**src/rtl/fetch_pkg.sv**
```systemverilog
// Shared types and constants for the fetch-to-decode path.
package fetch_pkg;

    localparam int FQ_DEPTH = 4;
    localparam int FQ_XLEN  = 32;

    localparam logic [FQ_XLEN-1:0] NOP_INST = 32'h0000_0013;

    typedef struct packed {
        logic [FQ_XLEN-1:0] pc;
        logic [FQ_XLEN-1:0] inst;
    } fq_entry_t;

endpackage

```
**src/rtl/fetch_queue_mem.sv**
```systemverilog
// Entry storage for the fetch queue: one write port, one asynchronous read port.
module fetch_queue_mem
    import fetch_pkg::*;
#(
    parameter int DEPTH = FQ_DEPTH
) (
    input  logic                     clk,
    input  logic                     rst,
    input  logic                     we,
    input  logic [$clog2(DEPTH)-1:0] waddr,
    input  fq_entry_t                wdata,
    input  logic [$clog2(DEPTH)-1:0] raddr,
    output fq_entry_t                rdata
);

    fq_entry_t mem [DEPTH];

    // Storage is cleared on reset so the head outputs read as zero immediately.
    always_ff @(posedge clk or posedge rst) begin
        if (rst) begin
            for (int i = 0; i < DEPTH; i++) begin
                mem[i] <= '0;
            end
        end else if (we) begin
            mem[waddr] <= wdata;
        end
    end

    assign rdata = mem[raddr];

endmodule

```
**src/rtl/fetch_queue.sv**
```systemverilog
// FIFO instruction buffer between fetch and decode with flush and back-pressure.
// Optional macro FETCH_QUEUE_BYPASS_EN: forward FE straight to decode when empty.
module fetch_queue
    import fetch_pkg::*;
#(
    parameter int DEPTH = FQ_DEPTH,
    parameter int XLEN  = FQ_XLEN
) (
    input  logic                   clk,
    input  logic                   rst,
    input  logic                   fe_valid,
    input  logic [XLEN-1:0]        fe_pc,
    input  logic [XLEN-1:0]        fe_inst,
    output logic                   fe_stall,
    input  logic                   flush,
    output logic                   id_valid,
    output logic [XLEN-1:0]        id_pc,
    output logic [XLEN-1:0]        id_inst,
    input  logic                   id_ready,
    output logic [$clog2(DEPTH):0] count
);

    localparam int PTR_W = $clog2(DEPTH);
    localparam int CNT_W = PTR_W + 1;

    logic [PTR_W-1:0] wr_ptr;
    logic [PTR_W-1:0] rd_ptr;
    logic             empty;
    logic             bypass;
    logic             push;
    logic             pop;
    fq_entry_t        wr_entry;
    fq_entry_t        rd_entry;

    assign empty    = (count == '0);
    assign fe_stall = (count == CNT_W'(DEPTH));

`ifdef FETCH_QUEUE_BYPASS_EN
    assign bypass = empty && fe_valid && !flush;
`else
    assign bypass = 1'b0;
`endif

    // A bypassed instruction taken by decode in the same cycle is never stored.
    assign push = fe_valid && !fe_stall && !flush && !(bypass && id_ready);
    assign pop  = !empty && id_ready && !flush;

    assign id_valid = !empty || bypass;
    assign id_pc    = bypass ? fe_pc   : rd_entry.pc;
    assign id_inst  = bypass ? fe_inst : rd_entry.inst;

    assign wr_entry.pc   = fe_pc;
    assign wr_entry.inst = fe_inst;

    always_ff @(posedge clk or posedge rst) begin
        if (rst) begin
            wr_ptr <= '0;
            rd_ptr <= '0;
            count  <= '0;
        end else if (flush) begin
            wr_ptr <= '0;
            rd_ptr <= '0;
            count  <= '0;
        end else begin
            if (push) begin
                wr_ptr <= wr_ptr + PTR_W'(1);
            end
            if (pop) begin
                rd_ptr <= rd_ptr + PTR_W'(1);
            end
            if (push && !pop) begin
                count <= count + CNT_W'(1);
            end else if (pop && !push) begin
                count <= count - CNT_W'(1);
            end
        end
    end

    fetch_queue_mem #(
        .DEPTH(DEPTH)
    ) u_mem (
        .clk  (clk),
        .rst  (rst),
        .we   (push),
        .waddr(wr_ptr),
        .wdata(wr_entry),
        .raddr(rd_ptr),
        .rdata(rd_entry)
    );

endmodule

```
**config.mk**
```make
export PLATFORM = sky130hd
export DESIGN_NAME = fetch_queue
export DESIGN_NICKNAME = d
export VERILOG_FILES = /design/src/rtl/fetch_pkg.sv /design/src/rtl/fetch_queue_mem.sv /design/src/rtl/fetch_queue.sv
export SDC_FILE = /design/constraint.sdc
export NUM_CORES = 1
export LEC_CHECK = 0
export CELL_PAD_IN_SITES_DETAIL_PLACEMENT = 0
export CELL_PAD_IN_SITES_GLOBAL_PLACEMENT = 1
export CORE_MARGIN = 2
export CORE_UTILIZATION = 35
export CTS_CLUSTER_SIZE = 20
export DETAILED_ROUTE_END_ITERATION = 10
export GPL_ROUTABILITY_DRIVEN = 0
export PLACE_DENSITY_LB_ADDON = 0.1
export REMOVE_ABC_BUFFERS = 1
export SYNTH_ARGS = -nofsm -noshare
export SYNTH_HDL_FRONTEND = slang
export SYNTH_SLANG_ARGS = --single-unit
```
**constraint.sdc**
```tcl
create_clock -name clk -period 10.91 [get_ports clk]
set_clock_uncertainty 0.05 [all_clocks]
set_input_delay 1.091 -clock clk [delete_from_list [all_inputs] [get_ports clk]]
set_output_delay 1.091 -clock clk [all_outputs]
set_load 0.01 [all_outputs]
```
==> summary.txt, run 1 <==
Finish
  – Area grow syn2layout: 21.5%
  – Antenna cells: 0
  – Most common cell after layout, fill and taps aside: dfrtp_1
  – Most frequent cells in the layout: dfrtp_1 (261), mux2_2 (194), clkdlybuf4s50_1 (137)
  – Nets@finish: 887
  – # fillers: 2994
  – Share of cells above drive strength 1: ~47%
  – Core Util, Final: between 40 and 50%

Drt
  – Via count: approximately 6500
  – Post-DR vias/cell: between 5 and 6
  – Routed Antenna Nets: 0
  – WL per Instance: around 21 um
  – WL final: 27.0 mm
  – # DRC: 0
  – Initial drt markers: between 200 and 300
  – Initial DRT Pass Iterations: 4

Setup path
  – Terminus of the critical flop-to-flop path: u_mem.mem[220]$_DFFE_PP0P_
  – Crit path capture type: output pin
  – Critical Path RT: between 9000 and 10000 ps
  – RR Startpoint: count[2]$_DFFE_PP0P_
  – Crit path kind: flop to output pin
  – Startpoint type of the worst setup path: flop
  – CP Capture Point: id_pc[19]
  – Crit path from: rd_ptr[1]$_DFFE_PP0P_
  – Reg2Reg Setup Slack: slightly below 8000 ps
  – Worst r2r path cells: 4
  – Critical Path AT: approximately 3300 ps
  – CP max FO: 40

CTS
  – Number of post-CTS setup repair buffers: 0
  – Post-CTS Hold Buffers: 0
  – # H-tree levels: 1
  – Root Driver: clkbuf_16
  – CTS Buf Count: 31
  – CTS resizes: 0
  – Sink Count: about 260
  – CTS max path bufs: 3
  – CTS tree: yes
  – Worst skew pair latency: approximately 540 ps
  – Clock Pin Slew Worst Setup and Hold Paths: about 60 ps

Die
  – Core ar.: approximately 34000 um^2
  – Die width: between 150 and 200 um
  – Initial Util: a little over a third
  – I/O pins: about 140
  – Rows: 67
  – Die Area: 35800 um^2
  – Die Ht: between 150 and 200 um

Timing
  – Final period util: 40.8%
  – Final min period: around 4500 ps
  – Final Setup Violations: 0
  – Final Hold Viols: 0
  – Slew HR: a little over a quarter
  – Fin Setup TNS: 0 ps
  – Hold WS: about 450 ps
  – Pin slew with the least headroom to its limit: 1110 ps
  – RSZ-0062 raised after global routing: no
  – Max Clk Rate: roughly 220 MHz
  – Fin. max-slew vios: 0

Power
  – Leak: ~6.5 nW
  – Pwr Density: 263 nW/um^2
  – Worst ir drop on vdd: roughly 0.00012 V

Logic synthesis
  – Synth Flop Type: dfrtp_1
  – Post-synth top area cell: dfrtp_1
  – Sequential fraction of the synthesis area: 54.9%
  – Mapped Cells: 681
  – Syn. warnings: 0
  – Distinct cells, synth: 37
  – Syn avg cell area: roughly 18 um^2
  – Area fraction of the dominant cell type after synthesis: between 50% and 60%
  – EDFF count, synth: 0
  – Async set or reset register ratio after synthesis: 100%
  – Synthesized cell area: about 12000 um^2
  – Ranking of synthesized cells by area: dfrtp_1 (55%), mux2_2 (18%), mux4_2 (12%)
  – #FFs+latches synth: 263

Run
  – Total of max-cap violations: 0

Global route
  – Largest net degree at the start of global routing: ~120
  – Gr ovfl total: 0
  – Number of global-route vias before repair: approximately 7500
  – First-pass GRT wire length: 43.2 mm
  – Gr usage total: between 15 and 20%
  – Initial antenna violation count: 2

Placed design
  – PortBufs: roughly 140
  – HPWL Detailed: about 16 mm

Outcome
  – Status: completed

Hold path
  – Hold Path Class: flop to flop
## cell usage after synthesis, types with 2 or more instances
| cell type | instances |
|---|---|
| mux4_2 | 64 |
| buf_12 | 6 |
| buf_4 | 2 |
| o21ai_0 | 4 |
| mux2_2 | 194 |
| mux2i_1 | 2 |
| nor2_1 | 5 |
| nand3_1 | 2 |
| xor2_1 | 2 |
| buf_1 | 3 |
| inv_1 | 8 |
| ha_1 | 4 |
| o31ai_1 | 2 |
| buf_2 | 8 |
| nand3b_1 | 2 |
| nand3_4 | 4 |
| dfrtp_1 | 263 |
| clkbuf_1 | 5 |
| o211ai_1 | 2 |
| mux2_4 | 60 |
| a21oi_1 | 2 |
| buf_6 | 21 |
| mux2_1 | 2 |
## how the worst min path moves through the flow
stage / from / cells after the start / endpoint / slack [ps]
6_report: u_mem.mem[185]$_DFFE_PP0P_ / 1 / u_mem.mem[185]$_DFFE_PP0P_ / 450
5_1_grt: u_mem.mem[124]$_DFFE_PP0P_ / 1 / u_mem.mem[124]$_DFFE_PP0P_ / 460
4_1_cts: u_mem.mem[185]$_DFFE_PP0P_ / 1 / u_mem.mem[185]$_DFFE_PP0P_ / 450
3_5_place_dp: u_mem.mem[133]$_DFFE_PP0P_ / 1 / u_mem.mem[133]$_DFFE_PP0P_ / 440
3_3_place_gp: u_mem.mem[157]$_DFFE_PP0P_ / 1 / u_mem.mem[157]$_DFFE_PP0P_ / 420
2_1_floorplan: u_mem.mem[157]$_DFFE_PP0P_ / 1 / u_mem.mem[157]$_DFFE_PP0P_ / 410
## per-layer routing
metal	vias to the layer above	track usage (%)	share of wire, %
met4	4	3.46	1.5
met2	130	25.9	50
met5	-	0	0.10
met1	3532	20.2	44
met3	31	3.19	4.8
li1	2814	-	-
## logic make-up after synthesis
| group | Yosys count | share of synthesized area, % |
|---|---|---|
| multiplexers | 322 | 38.1 |
| adder cells (fa/ha/maj) | 5 | 0.584 |
| AO/OA/AOI/OAI | 16 | 0.970 |
| buffers and inverters | 54 | 3.97 |
| AND/OR/NAND/NOR | 19 | 1.36 |
| XOR/XNOR | 2 | 0.146 |
| flip-flops | 263 | 54.9 |
## flip-flops by register name (all words and copies together) (netlist names)
signal,flops
u_mem.mem,256
count,3
rd_ptr,2
wr_ptr,2
## metrics by stage
stage	instance area (um^2)	setup slack [ps]	std cells	power (W)
floorplan	11500	2530	635	0.00231
global placement	13600	6560	1228	0.00279
detailed placement	13600	6440	1228	0.00286
CTS	14600	6310	1285	0.00391
global route	14600	6200	1285	0.00405
finish	14600	6460	1285	0.00384
## power by group
| part | switching (W) | internal, W |
|---|---|---|
| clock network | 0.000399 | 0.000615 |
| registers | 0.000218 | 0.00134 |
| logic | 0.000430 | 0.000841 |
## critical path: stages, from the launching register on
cell and delay, ps:
dfrtp_4 830, buf_4 770, mux4_2 590, clkdlybuf4s50_1 560
## final cells by class
type / instances / area, um^2 / area share (%)
Clock inverter: 11 / 80.1 / 0.549
Timing Repair Buffer: 145 / 1430 / 9.82
Clock buffer: 46 / 942 / 6.46
Sequential cell: 263 / 6590 / 45.2
Inverter: 8 / 37.5 / 0.258
Multi-Input combinational cell: 364 / 4940 / 33.9
Tap cell: 448 / 561 / 3.85
No activity file was read; power rests on OpenSTA's default activity.
==> run 2: changes to the inputs <==
==> constraint.sdc (replaced) <==
create_clock -name clk -period 4 [get_ports clk]
set_clock_uncertainty 0.05 [all_clocks]
set_input_delay 0.4 -clock clk [delete_from_list [all_inputs] [get_ports clk]]
set_output_delay 0.4 -clock clk [all_outputs]
set_load 0.01 [all_outputs]
==> summary.txt, run 2 (synthesized netlist as in run 1, its figures left out) <==
Global route
  – Gr usage total: 15.6%
  – Largest net degree at the start of global routing: around 110
  – Number of global-route vias before repair: 7485
  – First-pass GRT wire length: approximately 43 mm
  – Gr ovfl total: 0
  – Initial antenna violation count: 2

Setup path
  – Crit path capture type: output pin
  – Startpoint type of the worst setup path: flop
  – Crit path kind: flop to output pin
  – Critical Path AT: around 2900 ps
  – Critical Path RT: 3550 ps
  – Cell Chain, Critical Path: buf_4 -> mux4_2 -> clkdlybuf4s50_1
  – Max incr delay on CP: slightly below 900 ps
  – Reg2Reg Setup Slack: ~1200 ps
  – CP max FO: 31
  – Worst path slowest cell: dfrtp_4

CTS
  – Sink Count: between 200 and 300
  – CTS max path bufs: 3
  – Number of post-CTS setup repair buffers: 0
  – Worst skew pair latency: between 500 and 600 ps
  – Clock Pin Slew Worst Setup and Hold Paths: around 60 ps
  – CTS Buf Count: 30
  – Post-CTS Hold Buffers: 0
  – Root Driver: clkbuf_16
  – # H-tree levels: 1
  – CTS tree: yes
  – CTS resizes: 0

Drt
  – Post-DR vias/cell: between 5 and 6
  – Via count: 6527
  – Routed Antenna Nets: 0
  – # DRC: 0
  – WL final: 27.4 mm
  – Initial DRT Pass Iterations: 4
  – WL per Instance: ~21 um
  – Initial drt markers: ~230

Finish
  – Reg with most FFs: u_mem.mem
  – Biggest regs: u_mem.mem x256, count x3
  – Filler-free cell count of the finished design: 1294
  – Share of cells above drive strength 1: 46.9%
  – Most common cell after layout, fill and taps aside: dfrtp_1
  – Area grow syn2layout: 22.9%
  – Most frequent cells in the layout: dfrtp_1 (261), mux2_2 (194), clkdlybuf4s50_1 (137)
  – Fin area: roughly 15000 um^2
  – Max FFs per register: approximately 260
  – Nets@finish: 895

Timing
  – Slew HR: 43.8%
  – Worst setup margin: roughly 660 ps
  – Final period util: 83.6%
  – Pin slew with the least headroom to its limit: approximately 840 ps
  – Max Clk Rate: 299 MHz
  – Final Setup Violations: 0
  – Final min period: ~3300 ps
  – Fin. max-slew vios: 0
  – Final Hold Viols: 0
  – RSZ-0062 raised after global routing: no

Die
  – Initial Util: between 30% and 40%
  – I/O pins: roughly 140
  – Die Area: 35800 um^2
  – Rows: 67
  – Die Ht: about 190 um
  – Die width: about 190 um
  – Core ar.: ~34000 um^2

Placed design
  – Placed inst area: 13700 um^2
  – PortBufs: approximately 140
  – DP Worst Slack: slightly above 1000 ps
  – Placed Instances: 1237
  – HPWL Detailed: about 17 mm

Power
  – Worst ir drop on vdd: ~0.00032 V
  – Leak: about 6.5 nW
  – Pwr Density: between 700 and 800 nW/um^2

Outcome
  – Status: completed

Hold path
  – Hold Path Class: input pin to async pin

Run
  – Total of max-cap violations: 0
-- run 2: cell count changes in the layout (fill, tap and decap cells not counted), sizes merged --
cell | before | now
clkinvlp | 0 | 2
bufinv | 1 | 4
diode | 0 | 1
clkinv | 10 | 4
buf | 8 | 17
-- run 2: routing by layer --
metal	vias to the layer above	routed length [um]	global-route usage, %
li1	2830	-	-
met1	3531	12000	20.5
met2	127	13700	26.8
met3	37	1180	2.74
met4	2	449	3.67
met5	-	16	0
-- run 2: final cells by class --
class,instances,area (um^2)
Clock inverter,10,155
Multi-Input combinational cell,364,4940
Clock buffer,46,912
Tap cell,448,561
Sequential cell,263,6590
Antenna cell,1,2.50
Timing Repair Buffer,154,1550
Fill cell,2944,18900
Inverter,8,37.5
-- run 2: worst paths after layout --
kind	from	end	cells past startpoint
min reg2reg	u_mem.mem[158]$_DFFE_PP0P_	u_mem.mem[158]$_DFFE_PP0P_	1
max	rd_ptr[1]$_DFFE_PP0P_	id_pc[30]	3
max in group asynchronous	rst	u_mem.mem[248]$_DFFE_PP0P_	3
max reg2reg	count[2]$_DFFE_PP0P_	u_mem.mem[23]$_DFFE_PP0P_	4
min in group clk	u_mem.mem[158]$_DFFE_PP0P_	u_mem.mem[158]$_DFFE_PP0P_	1
min	rst	u_mem.mem[10]$_DFFE_PP0P_	2
-- run 2: power by group --
part	leakage, nW	internal [W]	switching [W]
sequential	3.31	0.00365	0.000597
clock	0.520	0.00182	0.00108
combinational	2.70	0.00231	0.00117
-- run 2: through the flow --
step / power [W] / utilization, % / hold WS (ps) / setup TNS (ps)
floorplan: 0.00630 / - / 409 / -970520
finish: 0.0106 / 43.9 / 285 / 0
global placement: 0.00767 / 40.7 / 418 / 0
global route: 0.0112 / 43.9 / 392 / 0
detailed placement: 0.00784 / 40.7 / 431 / 0
CTS: 0.0108 / 43.8 / 366 / 0
-- run 2: critical path: cells and delay by family (launching register included) --
kind | cells | cell delay [ps]
buffers and inverters | 2 | 870
flip-flops | 1 | 890
multiplexers | 1 | 570
==> run 3: changes to the inputs <==
==> constraint.sdc (replaced) <==
create_clock -name clk -period 3.1 [get_ports clk]
set_clock_uncertainty 0.05 [all_clocks]
set_input_delay 0.31 -clock clk [delete_from_list [all_inputs] [get_ports clk]]
set_output_delay 0.31 -clock clk [all_outputs]
set_load 0.01 [all_outputs]
==> summary.txt, run 3 (synthesized netlist as in run 1, its figures left out) <==
Die
  – Rows: 67
  – Core ar.: about 34000 um^2
  – Die Area: roughly 36000 um^2
  – Die Ht: roughly 190 um
  – I/O pins: roughly 140
  – Initial Util: 35.7%
  – Die width: 189 um

CTS
  – CTS max path bufs: 3
  – CTS resizes: 0
  – Post-CTS Hold Buffers: 0
  – CTS Buf Count: 31
  – CTS tree: yes
  – Clock Pin Slew Worst Setup and Hold Paths: around 60 ps
  – Number of post-CTS setup repair buffers: 0
  – Sink Count: 263
  – # H-tree levels: 1
  – Root Driver: clkbuf_16
  – Worst skew pair latency: approximately 540 ps

Placed design
  – DP Worst Slack: about 360 ps
  – HPWL Detailed: 17.5 mm
  – PortBufs: 137
  – Placed inst area: ~14000 um^2

Finish
  – Most common cell after layout, fill and taps aside: dfrtp_1
  – Nets@finish: 899
  – # fillers: about 2900
  – Share of cells above drive strength 1: roughly 47%
  – Seq. cell area: around 6600 um^2
  – Max FFs per register: 256
  – Fin area: 14800 um^2
  – Biggest regs: u_mem.mem x256, count x3
  – Most frequent cells in the layout: dfrtp_1 (261), mux2_2 (194), clkdlybuf4s50_1 (137)
  – Area grow syn2layout: 23.7%
  – Reg with most FFs: u_mem.mem
  – Multi-input combinational cell area: slightly below 5000 um^2

Timing
  – Pin slew with the least headroom to its limit: 561 ps
  – Max Clk Rate: 339 MHz
  – Worst setup margin: 147 ps
  – Fin Setup TNS: 0 ps
  – Final Hold Viols: 0
  – RSZ-0062 raised after global routing: no
  – Fin. max-slew vios: 0
  – Final Setup Violations: 0
  – Slew HR: a little over three fifths
  – Final min period: 2950 ps
  – Final period util: between 90% and 100%

Setup path
  – Cell Chain, Critical Path: buf_12 -> mux4_2 -> clkdlybuf4s50_1
  – Worst path slowest cell: dfrtp_4
  – Max incr delay on CP: between 600 and 700 ps
  – Startpoint type of the worst setup path: flop
  – RR Startpoint: count[2]$_DFFE_PP0P_
  – Critical path buffer and inverter count: 2
  – Critical Path RT: 2740 ps
  – CP max FO: 25
  – Critical Path AT: between 2000 and 3000 ps
  – Crit path capture type: output pin
  – Crit path kind: flop to output pin
  – Crit path from: rd_ptr[0]$_DFFE_PP0P_
  – Cell family with most CP delay: buffers and inverters

Power
  – Pwr Density: roughly 910 nW/um^2
  – Leak: 6.58 nW
  – Worst ir drop on vdd: ~0.00043 V

Global route
  – Largest net degree at the start of global routing: 74
  – Gr usage total: 15.6%
  – First-pass GRT wire length: around 44 mm
  – Initial antenna violation count: 3
  – Gr ovfl total: 0
  – Number of global-route vias before repair: between 7000 and 8000

Drt
  – # DRC: 0
  – WL final: roughly 27 mm
  – WL per Instance: 21.1 um
  – Routed Antenna Nets: 0
  – Via count: 6469
  – Met2 WL: about 14 mm
  – DR WL met3: 1.29 mm
  – Initial drt markers: between 150 and 200
  – M1 WL: roughly 12 mm
  – Initial DRT Pass Iterations: 4
  – Top sig layer: met5
  – Post-DR vias/cell: 5.00

Hold path
  – Hold Path Class: input pin to async pin

Outcome
  – Status: completed

Run
  – Total of max-cap violations: 0
==> run 3: cell types whose count changed in the layout (fill, tap and decap cells not counted), sizes merged <==
cell | previous run | this run
buf | 17 | 20
bufinv | 4 | 1
clkbuf | 46 | 48
clkinv | 4 | 5
clkinvlp | 2 | 0
==> run 3: stage by stage <==
stage               total power (W)  hold WS (ps)  std cells  utilization [%]
finish                       0.0135           182       1295             44.1
global route                 0.0143           220       1295             44.1
CTS                          0.0137           206       1294             44.1
detailed placement           0.0102           437       1240             41.2
global placement            0.00992           418       1240             41.2
floorplan                   0.00813           323        635                -
==> run 3: per-layer routing <==
| metal | track usage [%] | vias to the layer above |
|---|---|---|
| met1 | 20.0 | 3455 |
| met3 | 3.39 | 49 |
| met2 | 27.0 | 127 |
| met5 | 0 | - |
| met4 | 3.88 | 4 |
| li1 | - | 2834 |
==> run 3: worst register-to-register path: stages (launching register included) <==
cell and delay [ps]:
dfrtp_1 510, or3b_4 520, and3_2 220, fa_1 440, and4bb_2 260, a311oi_1 240
o311a_1 190
==> run 3: final cells by class <==
type | instances | share of cell area [%]
clock inverters | 6 | 0.371
well taps | 448 | 3.78
diodes | 1 | 0.0169
repair buffers | 157 | 11.6
inverters | 8 | 0.253
flip-flops and latches | 263 | 44.4
clock buffers | 48 | 6.27
multi-input cells | 364 | 33.3
==> run 3: power by group <==
group / total (W) / internal, W / switching (W)
Combinational: 0.00459 / 0.00303 / 0.00157
Sequential: 0.00545 / 0.00471 / 0.000732
Clock: 0.00347 / 0.00211 / 0.00136
==> run 3: path summary, 6_finish.rpt <==
kind / to / cells past startpoint / slack, ps
min: u_mem.mem[74]$_DFFE_PP0P_ / 2 / 180
max reg2reg: count[2]$_DFFE_PP0P_ / 6 / 610
max in group asynchronous: u_mem.mem[121]$_DFFE_PP0P_ / 3 / 2020
min in group clk: u_mem.mem[250]$_DFFE_PP0P_ / 2 / 410
max: id_pc[9] / 3 / 150
min reg2reg: u_mem.mem[153]$_DFFE_PP0P_ / 1 / 450
